===== src/rtl/vid_capture_st_if.sv =====
// Avalon-ST video source bundle: the capture block drives it (master),
// the downstream sink consumes it (slave).
interface vid_capture_st_if;
  logic [23:0] source_data;
  logic        source_valid;
  logic        source_ready;
  logic        source_startofpacket;
  logic        source_endofpacket;

  modport master (
    output source_data, source_valid, source_startofpacket, source_endofpacket,
    input  source_ready
  );
  modport slave (
    input  source_data, source_valid, source_startofpacket, source_endofpacket,
    output source_ready
  );
endinterface


===== src/rtl/vid_capture_st.sv =====
// Clocked-video to Avalon-ST video packetizer with a FWFT output FIFO.
// Truncated or overflowed frames are closed with a zero-data eop terminator beat.
module vid_capture_st #(
  parameter int FRAME_W    = 640,
  parameter int FRAME_H    = 480,
  parameter int FIFO_DEPTH = 16
) (
  input  logic        clk,
  input  logic        reset_n,
  input  logic [23:0] vid_data,
  input  logic        vid_datavalid,
  input  logic        vid_v_sync,
  input  logic        vid_h_sync,
  input  logic        clear_err,
  output logic        overflow,
  output logic        short_frame,
  vid_capture_st_if.master src
);
  localparam int TOTAL = FRAME_W * FRAME_H;
  localparam int CW    = (TOTAL > 1) ? $clog2(TOTAL) : 1;
  localparam int LW    = $clog2(FRAME_H + 1);
  localparam int AW    = $clog2(FIFO_DEPTH);
  localparam logic [CW-1:0] LAST_PIX  = CW'(TOTAL - 1);
  // Beat layout {data, sop, eop}
  localparam logic [25:0]   BEAT_HDR  = {24'h000000, 1'b1, 1'b0};
  localparam logic [25:0]   BEAT_TERM = {24'h000000, 1'b0, 1'b1};

  typedef enum logic [1:0] {IDLE, HDR, ACTIVE, DROP} state_t;
  state_t st, nxt;

  logic          vs_q, hs_q, vs_edge;
  logic [CW-1:0] cnt;
  logic [LW-1:0] line_cnt;
  logic          term_pend, term_nxt;
  logic          push, cnt_clr, cnt_inc, set_ovf, set_short, last;
  logic [25:0]   push_beat;

  logic [25:0]   mem [FIFO_DEPTH];
  logic [AW-1:0] wr_ptr, rd_ptr;
  logic [AW:0]   fcnt;
  logic          full, empty, pop;
  logic [25:0]   rd_beat;

  assign vs_edge = vid_v_sync & ~vs_q;
  assign last    = (cnt == LAST_PIX);
  assign full    = (fcnt == (AW+1)'(FIFO_DEPTH));
  assign empty   = (fcnt == '0);
  assign pop     = ~empty & src.source_ready;
  assign rd_beat = mem[rd_ptr];

  assign src.source_valid         = ~empty;
  assign src.source_data          = empty ? 24'h0 : rd_beat[25:2];
  assign src.source_startofpacket = ~empty & rd_beat[1];
  assign src.source_endofpacket   = ~empty & rd_beat[0];

  always_comb begin
    nxt       = st;
    push      = 1'b0;
    push_beat = '0;
    cnt_clr   = 1'b0;
    cnt_inc   = 1'b0;
    set_ovf   = 1'b0;
    set_short = 1'b0;
    term_nxt  = term_pend;
    case (st)
      IDLE: if (vs_edge) nxt = HDR;
      HDR: begin
        // A pending terminator always leaves the FIFO ahead of the next header
        if (!full) begin
          push = 1'b1;
          if (term_pend) begin
            push_beat = BEAT_TERM;
            term_nxt  = 1'b0;
          end else begin
            push_beat = BEAT_HDR;
            cnt_clr   = 1'b1;
            nxt       = ACTIVE;
          end
        end
      end
      ACTIVE: begin
        if (vs_edge) begin
          set_short = 1'b1;
          nxt       = HDR;
          if (full) term_nxt = 1'b1;
          else begin
            push      = 1'b1;
            push_beat = BEAT_TERM;
          end
        end else if (vid_datavalid) begin
          if (full) begin
            set_ovf = 1'b1;
            nxt     = DROP;
          end else begin
            push      = 1'b1;
            push_beat = {vid_data, 1'b0, last};
            cnt_inc   = 1'b1;
            if (last) nxt = IDLE;
          end
        end
      end
      DROP: begin
        if (vs_edge) begin
          nxt = HDR;
          if (full) term_nxt = 1'b1;
          else begin
            push      = 1'b1;
            push_beat = BEAT_TERM;
          end
        end
      end
      default: nxt = IDLE;
    endcase
  end

  always_ff @(posedge clk) begin
    if (!reset_n) begin
      st          <= IDLE;
      vs_q        <= 1'b0;
      hs_q        <= 1'b0;
      cnt         <= '0;
      line_cnt    <= '0;
      term_pend   <= 1'b0;
      overflow    <= 1'b0;
      short_frame <= 1'b0;
      wr_ptr      <= '0;
      rd_ptr      <= '0;
      fcnt        <= '0;
    end else begin
      st          <= nxt;
      vs_q        <= vid_v_sync;
      hs_q        <= vid_h_sync;
      term_pend   <= term_nxt;
      overflow    <= set_ovf   | (overflow    & ~clear_err);
      short_frame <= set_short | (short_frame & ~clear_err);
      if (cnt_clr)      cnt <= '0;
      else if (cnt_inc) cnt <= cnt + 1'b1;
      if (cnt_clr)                                         line_cnt <= '0;
      else if (st == ACTIVE && vid_h_sync && !hs_q)        line_cnt <= line_cnt + 1'b1;
      if (push) wr_ptr <= wr_ptr + 1'b1;
      if (pop)  rd_ptr <= rd_ptr + 1'b1;
      fcnt <= fcnt + (AW+1)'(push) - (AW+1)'(pop);
    end
  end

  // Storage carries no reset; the read side is masked while empty.
  always_ff @(posedge clk) begin
    if (push) mem[wr_ptr] <= push_beat;
  end
endmodule


===== src/flat_wrapper.sv =====
// flat-port wrapper written by rule: the top's interface ports become plain ports
module vid_capture_st_flat 
#(
  parameter int FRAME_W    = 640,
  parameter int FRAME_H    = 480,
  parameter int FIFO_DEPTH = 16
)
  (clk, reset_n, vid_data, vid_datavalid, vid_v_sync, vid_h_sync, clear_err, overflow, short_frame, src_source_data, src_source_valid, src_source_startofpacket, src_source_endofpacket, src_source_ready);
  vid_capture_st_if src_i ();
  input  logic clk;
  input  logic reset_n;
  input  logic [23:0] vid_data;
  input  logic vid_datavalid;
  input  logic vid_v_sync;
  input  logic vid_h_sync;
  input  logic clear_err;
  output logic overflow;
  output logic short_frame;
  output wire logic [$bits(src_i.source_data)-1:0] src_source_data;
  output wire logic [$bits(src_i.source_valid)-1:0] src_source_valid;
  output wire logic [$bits(src_i.source_startofpacket)-1:0] src_source_startofpacket;
  output wire logic [$bits(src_i.source_endofpacket)-1:0] src_source_endofpacket;
  input wire logic [$bits(src_i.source_ready)-1:0] src_source_ready;
  assign src_source_data = src_i.source_data;
  assign src_source_valid = src_i.source_valid;
  assign src_source_startofpacket = src_i.source_startofpacket;
  assign src_source_endofpacket = src_i.source_endofpacket;
  assign src_i.source_ready = src_source_ready;
  vid_capture_st #(.FRAME_W(FRAME_W), .FRAME_H(FRAME_H), .FIFO_DEPTH(FIFO_DEPTH)) u_core (.clk(clk), .reset_n(reset_n), .vid_data(vid_data), .vid_datavalid(vid_datavalid), .vid_v_sync(vid_v_sync), .vid_h_sync(vid_h_sync), .clear_err(clear_err), .overflow(overflow), .short_frame(short_frame), .src(src_i));
endmodule

===== config.mk =====
export PLATFORM = sky130hd
export DESIGN_NAME = vid_capture_st_flat
export DESIGN_NICKNAME = d
export VERILOG_FILES = /design/src/rtl/vid_capture_st_if.sv /design/src/rtl/vid_capture_st.sv /design/src/flat_wrapper.sv
export SDC_FILE = /design/constraint.sdc
export NUM_CORES = 1
export LEC_CHECK = 0
export BUFFER_PORTS_ARGS = -buffer_cell sky130_fd_sc_hd__buf_2
export CORE_ASPECT_RATIO = 0.75
export CORE_MARGIN = 10
export CORE_UTILIZATION = 45
export CTS_CLUSTER_DIAMETER = 40
export DETAILED_ROUTE_END_ITERATION = 10
export SLEW_MARGIN = 15
export SYNTH_ARGS = -nofsm -noshare
export SYNTH_HDL_FRONTEND = slang
export SYNTH_SLANG_ARGS = --single-unit

===== constraint.sdc =====
create_clock -name clk -period 3.71 [get_ports clk]
set_input_delay 0.5565 -clock clk [delete_from_list [all_inputs] [get_ports clk]]
set_output_delay 0.5565 -clock clk [all_outputs]
set_load 0.02 [all_outputs]

After elaboration in Yosys (flattened, before gate mapping)
Memories as Yosys holds them, arrays and structs flattened. A register that Yosys moved wholly into a read port is not among the register bits.
Index checks and enable logic that the tools add are counted.
{ "op_classes": {"add_sub_neg": 5, "n_eq_ne": 12, "muxes": 41, "bitwise_logic": 12, "n_reduce_logical": 8} }
{ "ops": {"columns": ["cell", "count"], "rows": [
  ["$mux 26", 5],
  ["$pmux 26 s3", 1],
  ["$mux 24", 1],
  ["$mux 1", 21],
  ["$add 19x1->19 const B", 1],
  ["$eq 19x19->1 const B", 1],
  ["$mux 2", 8],
  ["$add 4x1->4 const B", 2],
  ["$mux 4", 2],
  ["$and 1x1->1", 6],
  ["$ne 2x1->1 const B", 3],
  ["$pmux 2 s3", 1],
  ["$reduce_or 2->1", 3],
  ["$add 5x1->5", 1],
  ["$eq 5x5->1 const B", 1],
  ["$logic_not 5->1", 1],
  ["$reduce_and 5->1", 1],
  ["$sub 5x1->5", 1],
  ["$eq 2x2->1 const B", 2],
  ["$ne 2x2->1 const B", 2],
  ["$ne 4x1->1 const B", 1],
  ["$not 1->1", 4],
  ["$reduce_and 4->1", 1],
  ["$ne 3x2->1 const B", 1],
  ["other kinds (6)", 7]
]} }
{ "word_totals": {"reg_bits": 38, "ram_bits": 416, "in_bits": 31, "elab_cells": 88, "n_memories": 1} }
{ "mem_list": {"columns": ["name", "depth", "width", "read_ports", "rd_ports_with_merged_regs", "wr", "line_no", "source"], "rows": [
  ["u_core.mem", 16, 26, 1, 1, 1, "vid_capture_st.sv:38", "logic [25:0] mem [FIFO_DEPTH];"]
]} }

Longest topological paths before layout
Gate-level depths: netlist of run 1.
{ "logic_depth": {"word_depth": 7, "mapped_depth": 15, "depth_no_buf": 14} }

Worst setup path before layout of run 1
No wires, ideal clock.
{ "synth_path": {"kind": "input port to flip-flop", "start": "input port vid_v_sync", "end": "memory u_core.mem[0][0], enable pin", "setup_time_ns": 0.442, "t_arrival_ns": 3.300, "required_ns": 3.268, "slack_ns": -0.031, "cell_stages": 7, "path_buffers": 2, "path_cell_list": "nand2b_1 buf_2 and3_1 buf_2 o31a_1 nand2_1 nor3_1"} }
{ "synth_between": {"elab_chain_cells": 5, "elab_cells_between_ends": 6, "classes_between": "5 x mux; 1 x bitwise"} }
{ "synth_rtl": {"columns": ["element", "line_no", "source"], "rows": [
  ["from (decl)", "flat_wrapper.sv:14", "input logic vid_v_sync;"],
  ["$and 1x1->1 (*)", "vid_capture_st.sv:44", "assign vs_edge = vid_v_sync & ~vs_q;"],
  ["$mux 1 (on tied branches)", "vid_capture_st.sv:103, vid_capture_st.sv:82", null],
  ["$pmux 1 s3 (*)", "vid_capture_st.sv:65", "case (st)"],
  ["$mux 1 (*)", "vid_capture_st.sv:148", "if (push) mem[wr_ptr] <= push_beat;"],
  ["$mux 1 (not written as such) (*)", "vid_capture_st.sv:148", null],
  ["to (decl)", "vid_capture_st.sv:38", null]
]} }
Every way passes the cells marked *; elsewhere a longest branch is shown, timed or not.

==> reports/results.tsv, run 1 <==
stage	metric	value	unit
sta	skew	0.0198	ns
route	drt_iter0_drc	943	
synth	yosys_warnings	0	
critical_path	critPathLaunchType	flip-flop	
sta	setup_viol_count_final	0	
sta	setup_tns	0	ns
floorplanning	fp.dieW	252	um
clock_tree	cts_resized	0	
global_routing	antenna_found_initial	0	
sta	min_period	3.46	ns
layout	area_growth	16.1	%
worst_hold_path	hp-class	in -> reg	
global_routing	grt_pass1_wl	59200	um
sta	fmax	0.289	GHz
sta	tightest_slew	0.958	ns
route	route.detailed.drc	0	
layout	num_antenna_cells	0	
critical_path	critical_path.top_delay_family	multiplexers	
sta	drv_slew	0	
sta	slew_headroom	35.7	%
synth	yosysTopAreaCellShare	68.7	%
synth	yosys-top-cells-area	edfxtp_1 (69%), mux4_2 (16%), dfxtp_1 (4.6%)	
sta	fin_crit_sh	93.3	%
power_and_ir_drop	p_seq_share	43.6	%
critical_path	slowest_stage	dfxtp_4	
critical_path	path_max_fanout	17	
synth	synth_edf_count	416	
critical_path	path_buf_inv	2	
synth	netlist_area	18200	sq um
floorplanning	die_y	194	um
layout	layout_common_cells	edfxtp_1 (416), mux4_2 (130), buf_2 (58)	
power_and_ir_drop	power_density	639	nW/um^2
route	viasPerCell	5.70	
synth	yosysTopAreaCell	edfxtp_1	
layout	final_common_cell	edfxtp_1	
global_routing	grt_usage	16.1	%
critical_path	crit_arrival	2.91	ns
power_and_ir_drop	vdd_drop_max	0.000406	V
synth	synthFlopType	edfxtp_1	
synth	ys_ff_latch	458	
clock_tree	clkTransAtPathRegs	0.05	ns
critical_path	crit_chain	buf_4 > mux4_2 > mux4_2 > and2_1 > buf_2	
sta	final_hold_viol_count	0	
synth	syn_nets	945	
synth	netlist_instances	897	
placement	dp_cells	1468	
floorplanning	core_area	39700	sq um
route	routedWlPerCell	25.2	um
global_routing	overflow	0	
sta	rsz0062_at_grt	false	
critical_path	reg2reg_from	u_core.st[0]$_SDFFE_PN0P_	
critical_path	worstSetupPathType	reg -> out	
power_and_ir_drop	combinationalPowerShare	20.4	%
power_and_ir_drop	switching_share	26.6	%
placement	io_buffers	58	
clock_tree	cts_buffer_depth	3	
route	ant_nets	0	
critical_path	r2r_cells	14	
worst_hold_path	min_path_cells	2	
layout	nets	1049	
run	drv_cap	0	
clock_tree	cts_root_buf	clkbuf_16	
synth	syn_area_per_cell	20.3	sq um
layout	fin_cells	1559	
floorplanning	start_util	45.8	%
critical_path	end_kind	output port	
clock_tree	clock-sinks	458	
clock_tree	cts_setup_buffers	0	
run_status	status	finished clean	
power_and_ir_drop	p_int	9.90	mW
layout	drive_gt1_share	31.9	%
clock_tree	clk_latency	0.57	ns
global_routing	grt_start_max_net_pins	44	
critical_path	slowest_delay	0.59	ns
synth	async_flop_share	0	%
critical_path	path_depth	5	
floorplanning	dieArea	48900	sq um
placement	gp_congestion	0.724	
power_and_ir_drop	p_sw	3.60	mW
synth	synth.distinct_cells	47	
clock_tree	holdBufCountCts	0	
clock_tree	cts_buffers	50	
global_routing	grt_pass1_vias	9116	
sta	fin_hold_ws	0.200	ns
worst_hold_path	holdCritStartpoint	vid_v_sync	
critical_path	crit_top_cell	mux4_2	
clock_tree	cts_tree	built	
synth	synth_seq_area_share	73.3	%
clock_tree	htreeDepth	2	
power_and_ir_drop	leakage	7.33	nW
floorplanning	fp-row-count	63	
floorplanning	io_pins	60	
route	vias	8890	
placement	place_hpwl	22200	um
route	dr.pass1.iters	7	
route	wirelength	39200	um
critical_path	crit_required	3.15	ns
power_and_ir_drop	power_frac_clock	36.0	%
==> synthesized netlist by cell type, types with 2 or more instances <==
master and n:
xor2_1 5, and2_1 38, buf_2 12, nand2b_1 5, buf_6 7, buf_1 8
nand4_1 4, and4_1 2, ha_1 16, o31a_1 2, nor4_1 8, nand3_1 7
inv_1 21, edfxtp_1 416, and3_1 28, a21oi_1 9, nor2_1 32, o21ai_0 6
nor3_1 10, mux2i_1 3, a21o_1 3, mux4_2 130, clkbuf_1 22, or3_1 4
nor2b_1 7, nor4b_1 2, xnor2_1 17, dfxtp_1 42, nand2_1 13
==> power groups by stage <==
stage | Combinational [mW] | Sequential [mW] | Clock [mW]
floorplan | 2.07 | 5.89 | 0
global placement | 2.81 | 6.00 | 0
detailed placement | 2.81 | 6.00 | 0
CTS | 2.82 | 5.89 | 4.96
global route | 3.00 | 5.90 | 5.20
finish | 2.75 | 5.89 | 4.86
==> per-layer routing <==
metal | track usage [%] | wire length [um] | part of all wire, % | up-vias
met2 | 23.4 | 17400 | 44 | 269
met4 | 3.77 | 641 | 1.6 | 0
met1 | 24.7 | 18900 | 48 | 4713
li1 | - | - | - | 3861
met3 | 2.79 | 2320 | 5.9 | 47
met5 | 0 | 0 | 0 | -
==> layout make-up <==
cell class	instances	area (sq um)
fill	3147	18600
inverter	22	82.6
multi-input combinational	368	4660
tap	520	651
sequential	458	13300
clock inverter	30	314
timing repair buffer	101	771
clock buffer	60	1300
==> worst register-to-register path, cell delays in order (launching register included) <==
cell and delay (ns):
dfxtp_1 0.34, inv_1 0.09, ha_1 0.18, nor2_1 0.05, nor2_1 0.25, o31a_1 0.34
inv_2 0.07, ha_1 0.27, inv_1 0.04, ha_1 0.20, fa_1 0.44, a21oi_1 0.17
nor2_1 0.06, or3_1 0.33, and3_1 0.17
==> worst paths after layout <==
| kind | end | slack (ns) |
|---|---|---|
| worst min-delay path | u_core.vs_q$_SDFF_PN0_ | 0.20 |
| worst max register to register | u_core.fcnt[4]$_SDFF_PN0_ | 0.61 |
| worst max-delay path | src_source_data[15] | 0.25 |
| worst min register to register | u_core.st[0]$_SDFFE_PN0P_ | 0.50 |
==> registers in the layout, summed over array words and instances, names as in the netlist, named ones only <==
name and count:
u_core.cnt 19, u_core.fcnt 5, u_core.mem 416, u_core.overflow 1, u_core.rd_ptr 4, u_core.short_frame 1, u_core.st 2, u_core.term_pend 1
u_core.vs_q 1, u_core.wr_ptr 4
==> logic make-up (layout without fill, tap and decap cells) <==
logic type	count (synthesis)	after routing	synth area share, %
AO/OA/AOI/OAI	31	31	1.18
multiplexers	133	133	16.3
buffers and inverters	71	213	1.84
adder cells (fa/ha/maj)	17	17	1.21
flip-flops	458	458	73.3
AND/OR/NAND/NOR	165	165	5.15
XOR/XNOR	22	22	1.06
==> stage by stage <==
| stage | worst slack [ns] | power (mW) | utilization (%) | area (sq um) |
|---|---|---|---|---|
| finish | 0.247 | 13.5 | 53.2 | 21100 |
| global route | 0.0936 | 14.1 | 53.2 | 21100 |
| global placement | 0.444 | 8.81 | 49.0 | 19500 |
| floorplan | 0.191 | 7.97 | - | 18200 |
| detailed placement | 0.466 | 8.81 | 49.0 | 19500 |
| CTS | 0.170 | 13.7 | 53.1 | 21100 |
No activity file was read; power rests on OpenSTA's default activity.
==> run 2, diff against run 1 <==
CELL_PAD_IN_SITES_DETAIL_PLACEMENT = 0   (was default)
CELL_PAD_IN_SITES_GLOBAL_PLACEMENT = 1   (was default)
PLACE_DENSITY_LB_ADDON = 0.1   (was default)
==> reports/results.tsv, run 2 (synthesis gave the netlist of run 1 again) <==
stage	metric	value	unit
placement	place_hpwl	22800	um
sta	slew_headroom	23.5	%
sta	drv_slew	0	
route	wl_met1	17600	um
placement	gp_congestion	0.735	
floorplanning	core_area	39700	sq um
sta	setup_viol_count_final	0	
floorplanning	dieArea	48900	sq um
floorplanning	fp.dieW	252	um
global_routing	grt_pass1_vias	9494	
floorplanning	io_pins	60	
placement	placed_cell_area	19400	sq um
layout	largest_register_ffs	416	
route	wl_met3	1940	um
clock_tree	htreeDepth	2	
power_and_ir_drop	power_density	646	nW/um^2
critical_path	crit_arrival	2.87	ns
global_routing	overflow	0	
clock_tree	clkTransAtPathRegs	0.06	ns
global_routing	grt_usage	16.8	%
clock_tree	cts_buffers	51	
run_status	status	finished clean	
critical_path	r2r_cells	14	
route	vias	8863	
sta	fmax	0.292	GHz
critical_path	path_max_fanout	14	
clock_tree	cts_root_buf	clkbuf_16	
critical_path	slowest_stage	dfxtp_4	
clock_tree	holdBufCountCts	0	
layout	nets	1047	
clock_tree	cts_setup_buffers	0	
layout	largest_registers	u_core.mem: 416 flops, u_core.cnt: 19 flops, u_core.fcnt: 5 flops	
sta	fin_hold_ws	0.210	ns
critical_path	crit_chain	buf_4 > mux4_2 > mux4_2 > and2_1 > buf_2	
critical_path	crit_top_cell	mux4_2	
placement	io_buffers	58	
power_and_ir_drop	p_sw	3.68	mW
sta	setup_ws	0.287	ns
route	drt_iter0_drc	862	
clock_tree	cts_buffer_depth	3	
power_and_ir_drop	power_frac_clock	35.9	%
power_and_ir_drop	vdd_drop_max	0.000454	V
critical_path	end_kind	output port	
critical_path	slowest_delay	0.60	ns
global_routing	antenna_found_initial	0	
route	dr_wl_met2	20800	um
critical_path	critical_path.top_delay_family	multiplexers	
sta	tightest_slew	1.14	ns
route	ant_nets	0	
worst_hold_path	hp-class	in -> reg	
route	dr.pass1.iters	5	
power_and_ir_drop	power	13.6	mW
floorplanning	die_y	194	um
floorplanning	fp-row-count	63	
clock_tree	clock-sinks	458	
layout	layout_common_cells	edfxtp_1 (416), mux4_2 (130), buf_2 (58)	
sta	min_period	3.42	ns
sta	skew	0.0183	ns
layout	num_antenna_cells	0	
layout	fin_util	53.1	%
power_and_ir_drop	switching_share	27.0	%
route	top_layer_used	met4	
power_and_ir_drop	combinationalPowerShare	21.1	%
route	routedWlPerCell	26.4	um
sta	final_hold_viol_count	0	
critical_path	path_depth	5	
clock_tree	cts_resized	0	
layout	top_register	u_core.mem	
critical_path	critPathLaunchType	flip-flop	
run	drv_cap	0	
route	route.detailed.drc	0	
layout	final_common_cell	edfxtp_1	
placement	preCtsSetupSlack	0.321	ns
sta	setup_tns	0	ns
sta	rsz0062_at_grt	false	
layout	drive_gt1_share	31.8	%
global_routing	grt_pass1_wl	61300	um
layout	area_growth	16.1	%
power_and_ir_drop	p_int	9.95	mW
layout	nFillCells	3081	
power_and_ir_drop	p_seq_share	43.0	%
clock_tree	clk_latency	0.58	ns
route	wirelength	41100	um
critical_path	worstSetupPathType	reg -> out	
layout	fin_cells	1559	
critical_path	crit_required	3.15	ns
floorplanning	start_util	45.8	%
power_and_ir_drop	leakage	7.32	nW
global_routing	grt_start_max_net_pins	73	
layout	stdcell_area	21100	sq um
critical_path	path_buf_inv	2	
placement	dp_cells	1465	
clock_tree	cts_tree	built	
route	viasPerCell	5.69	
sta	fin_crit_sh	92.3	%
worst_hold_path	min_path_cells	2	
## run 2: cell count changes in the layout (fill, tap and decap cells not counted), sizes merged
cell	previous run	this run
buf	101	98
clkinv	16	19
bufinv	5	4
clkbuf	60	61
clkinvlp	3	4
inv	28	27
## run 2: area by class of cell
class                   count  area, sq um  share of cell area, %
flip-flops and latches    458        13300                   63.2
inverters                  22         82.6                  0.391
multi-input cells         368         4660                   22.1
clock inverters            32          313                   1.48
well taps                 520          651                   3.08
repair buffers             98          728                   3.45
clock buffers              61         1340                   6.32
## run 2: power groups by stage
stage	Clock, mW	Sequential (mW)	Combinational, mW
floorplan	0	5.89	2.07
global route	5.24	5.88	3.13
CTS	5.00	5.90	2.87
global placement	0	5.99	2.81
detailed placement	0	6.00	2.87
finish	4.89	5.87	2.88
## run 2: final timing paths
kind / start / end / slack (ns)
setup / recovery: flip-flop / src_source_startofpacket / 0.29
hold / removal: vid_v_sync / u_core.vs_q$_SDFF_PN0_ / 0.21
setup reg to reg: u_core.st[0]$_SDFFE_PN0P_ / u_core.fcnt[4]$_SDFF_PN0_ / 0.32
hold reg to reg: u_core.cnt[7]$_SDFFE_PP0P_ / u_core.cnt[7]$_SDFFE_PP0P_ / 0.53
## run 2: routing by layer
layer  GRT usage [%]  up-vias
met3            3.01       53
met4            4.19        0
met1            21.9     4723
li1                -     3853
met5               0        -
met2            28.6      234
==> run 3, diff against run 2 <==
REMOVE_ABC_BUFFERS = 1   (was default)
==> reports/results.tsv, run 3 (synthesis gave the netlist of run 1 again) <==
stage	metric	value	unit
clock_tree	htreeDepth	2	
critical_path	crit_arrival	2.91	ns
power_and_ir_drop	power_density	653	nW/um^2
critical_path	end_kind	output port	
global_routing	grt_usage	16.6	%
route	route.detailed.drc	0	
floorplanning	fp-row-count	63	
layout	final_common_cell	edfxtp_1	
clock_tree	cts_resized	0	
clock_tree	cts_setup_buffers	0	
clock_tree	clkTransAtPathRegs	0.06	ns
floorplanning	core_area	39700	sq um
layout	top_register	u_core.mem	
floorplanning	start_util	45.8	%
route	dr.pass1.iters	5	
global_routing	globalRouteMet1Util	23.1	%
power_and_ir_drop	vdd_drop_max	0.000443	V
global_routing	use_met2	26.8	%
critical_path	crit_required	3.15	ns
sta	rsz0062_at_grt	false	
floorplanning	dieArea	48900	sq um
clock_tree	clock-sinks	458	
clock_tree	cts_tree	built	
route	wirelength	40800	um
sta	drv_slew	0	
global_routing	grt_use_met3	2.83	%
clock_tree	cts_buffers	53	
placement	placed_cell_area	19400	sq um
sta	skew	0.0154	ns
sta	min_period	3.47	ns
floorplanning	io_pins	60	
worst_hold_path	hp-class	in -> reg	
layout	fin_cells	1563	
global_routing	busiest_layer	met2	
sta	fmax	0.288	GHz
route	routedWlPerCell	26.1	um
critical_path	path_max_fanout	16	
sta	fin_crit_sh	93.5	%
layout	nets	1050	
power_and_ir_drop	leakage	7.41	nW
layout	area_growth	16.6	%
clock_tree	clk_latency	0.57	ns
clock_tree	holdBufCountCts	0	
sta	setup_ws	0.241	ns
layout	num_antenna_cells	0	
global_routing	antenna_found_initial	0	
layout	drive_gt1_share	32.4	%
layout	layout_common_cells	edfxtp_1 (416), mux4_2 (130), buf_2 (58)	
run	drv_cap	0	
route	ant_nets	0	
floorplanning	die_y	194	um
layout	fin_util	53.4	%
layout	largest_registers	u_core.mem: 416 flops, u_core.cnt: 19 flops, u_core.fcnt: 5 flops	
placement	dp_cells	1467	
clock_tree	cts_root_buf	clkbuf_16	
global_routing	grt_pass1_vias	9155	
sta	setup_viol_count_final	0	
floorplanning	fp.dieW	252	um
sta	final_hold_viol_count	0	
critical_path	critPathLaunchType	flip-flop	
placement	place_hpwl	22400	um
route	vias	8821	
layout	stdcell_area	21200	sq um
run_status	status	finished clean	
placement	io_buffers	58	
placement	gp_congestion	0.733	
global_routing	grt_start_max_net_pins	31	
global_routing	overflow	0	
clock_tree	cts_buffer_depth	3	
placement	preCtsSetupSlack	0.320	ns
sta	tightest_slew	0.960	ns
route	viasPerCell	5.64	
route	drt_iter0_drc	668	
global_routing	grt_pass1_wl	60500	um
sta	slew_headroom	35.9	%
layout	largest_register_ffs	416	
critical_path	worstSetupPathType	reg -> out	
run 3: layer usage:
layer | vias up | share of wire (%)
li1 | 3870 | -
met1 | 4685 | 45
met2 | 217 | 49
met3 | 49 | 4.5
met4 | 0 | 1.6
met5 | - | 0
run 3: path summary, 6_finish.rpt:
kind | start | end | slack (ns) | depth (start not counted)
worst max register to register | u_core.st[0]$_SDFFE_PN0P_ | u_core.fcnt[4]$_SDFF_PN0_ | 0.39 | 14
worst min register to register | u_core.st[0]$_SDFFE_PN0P_ | u_core.st[0]$_SDFFE_PN0P_ | 0.51 | 2
worst max-delay path | flip-flop | src_source_data[0] | 0.24 | 5
worst min-delay path | vid_v_sync | u_core.vs_q$_SDFF_PN0_ | 0.24 | 2
run 3: cell type report:
type | instances | area (sq um)
multi-input combinational | 368 | 4640
sequential | 458 | 13300
tap | 520 | 651
clock buffer | 61 | 1400
timing repair buffer | 99 | 711
fill | 3061 | 18500
inverter | 22 | 82.6
clock inverter | 35 | 380
run 3: metrics by stage:
step | hold slack [ns] | total power [mW] | setup TNS (ns)
final | 0.242 | 13.9 | 0
after global routing | 0.227 | 14.4 | 0
after CTS | 0.217 | 14.0 | 0
after detailed placement | 0.505 | 8.82 | 0
after global placement | 0.476 | 8.76 | 0
after floorplan | 0.463 | 8.02 | -110.77
run 3: power breakdown:
group	switching [mW]	internal, mW	total [mW]
logic	1.47	1.30	2.76
registers	0.147	5.75	5.89
clock network	2.09	3.10	5.19
total	3.71	10.1	13.9
run 3: worst max-delay path, cell delays in order (launching register included):
cell,delay (ns)
dfxtp_4,0.59
buf_4,0.34
mux4_2,0.54
mux4_2,0.50
and2_1,0.19
buf_2,0.16
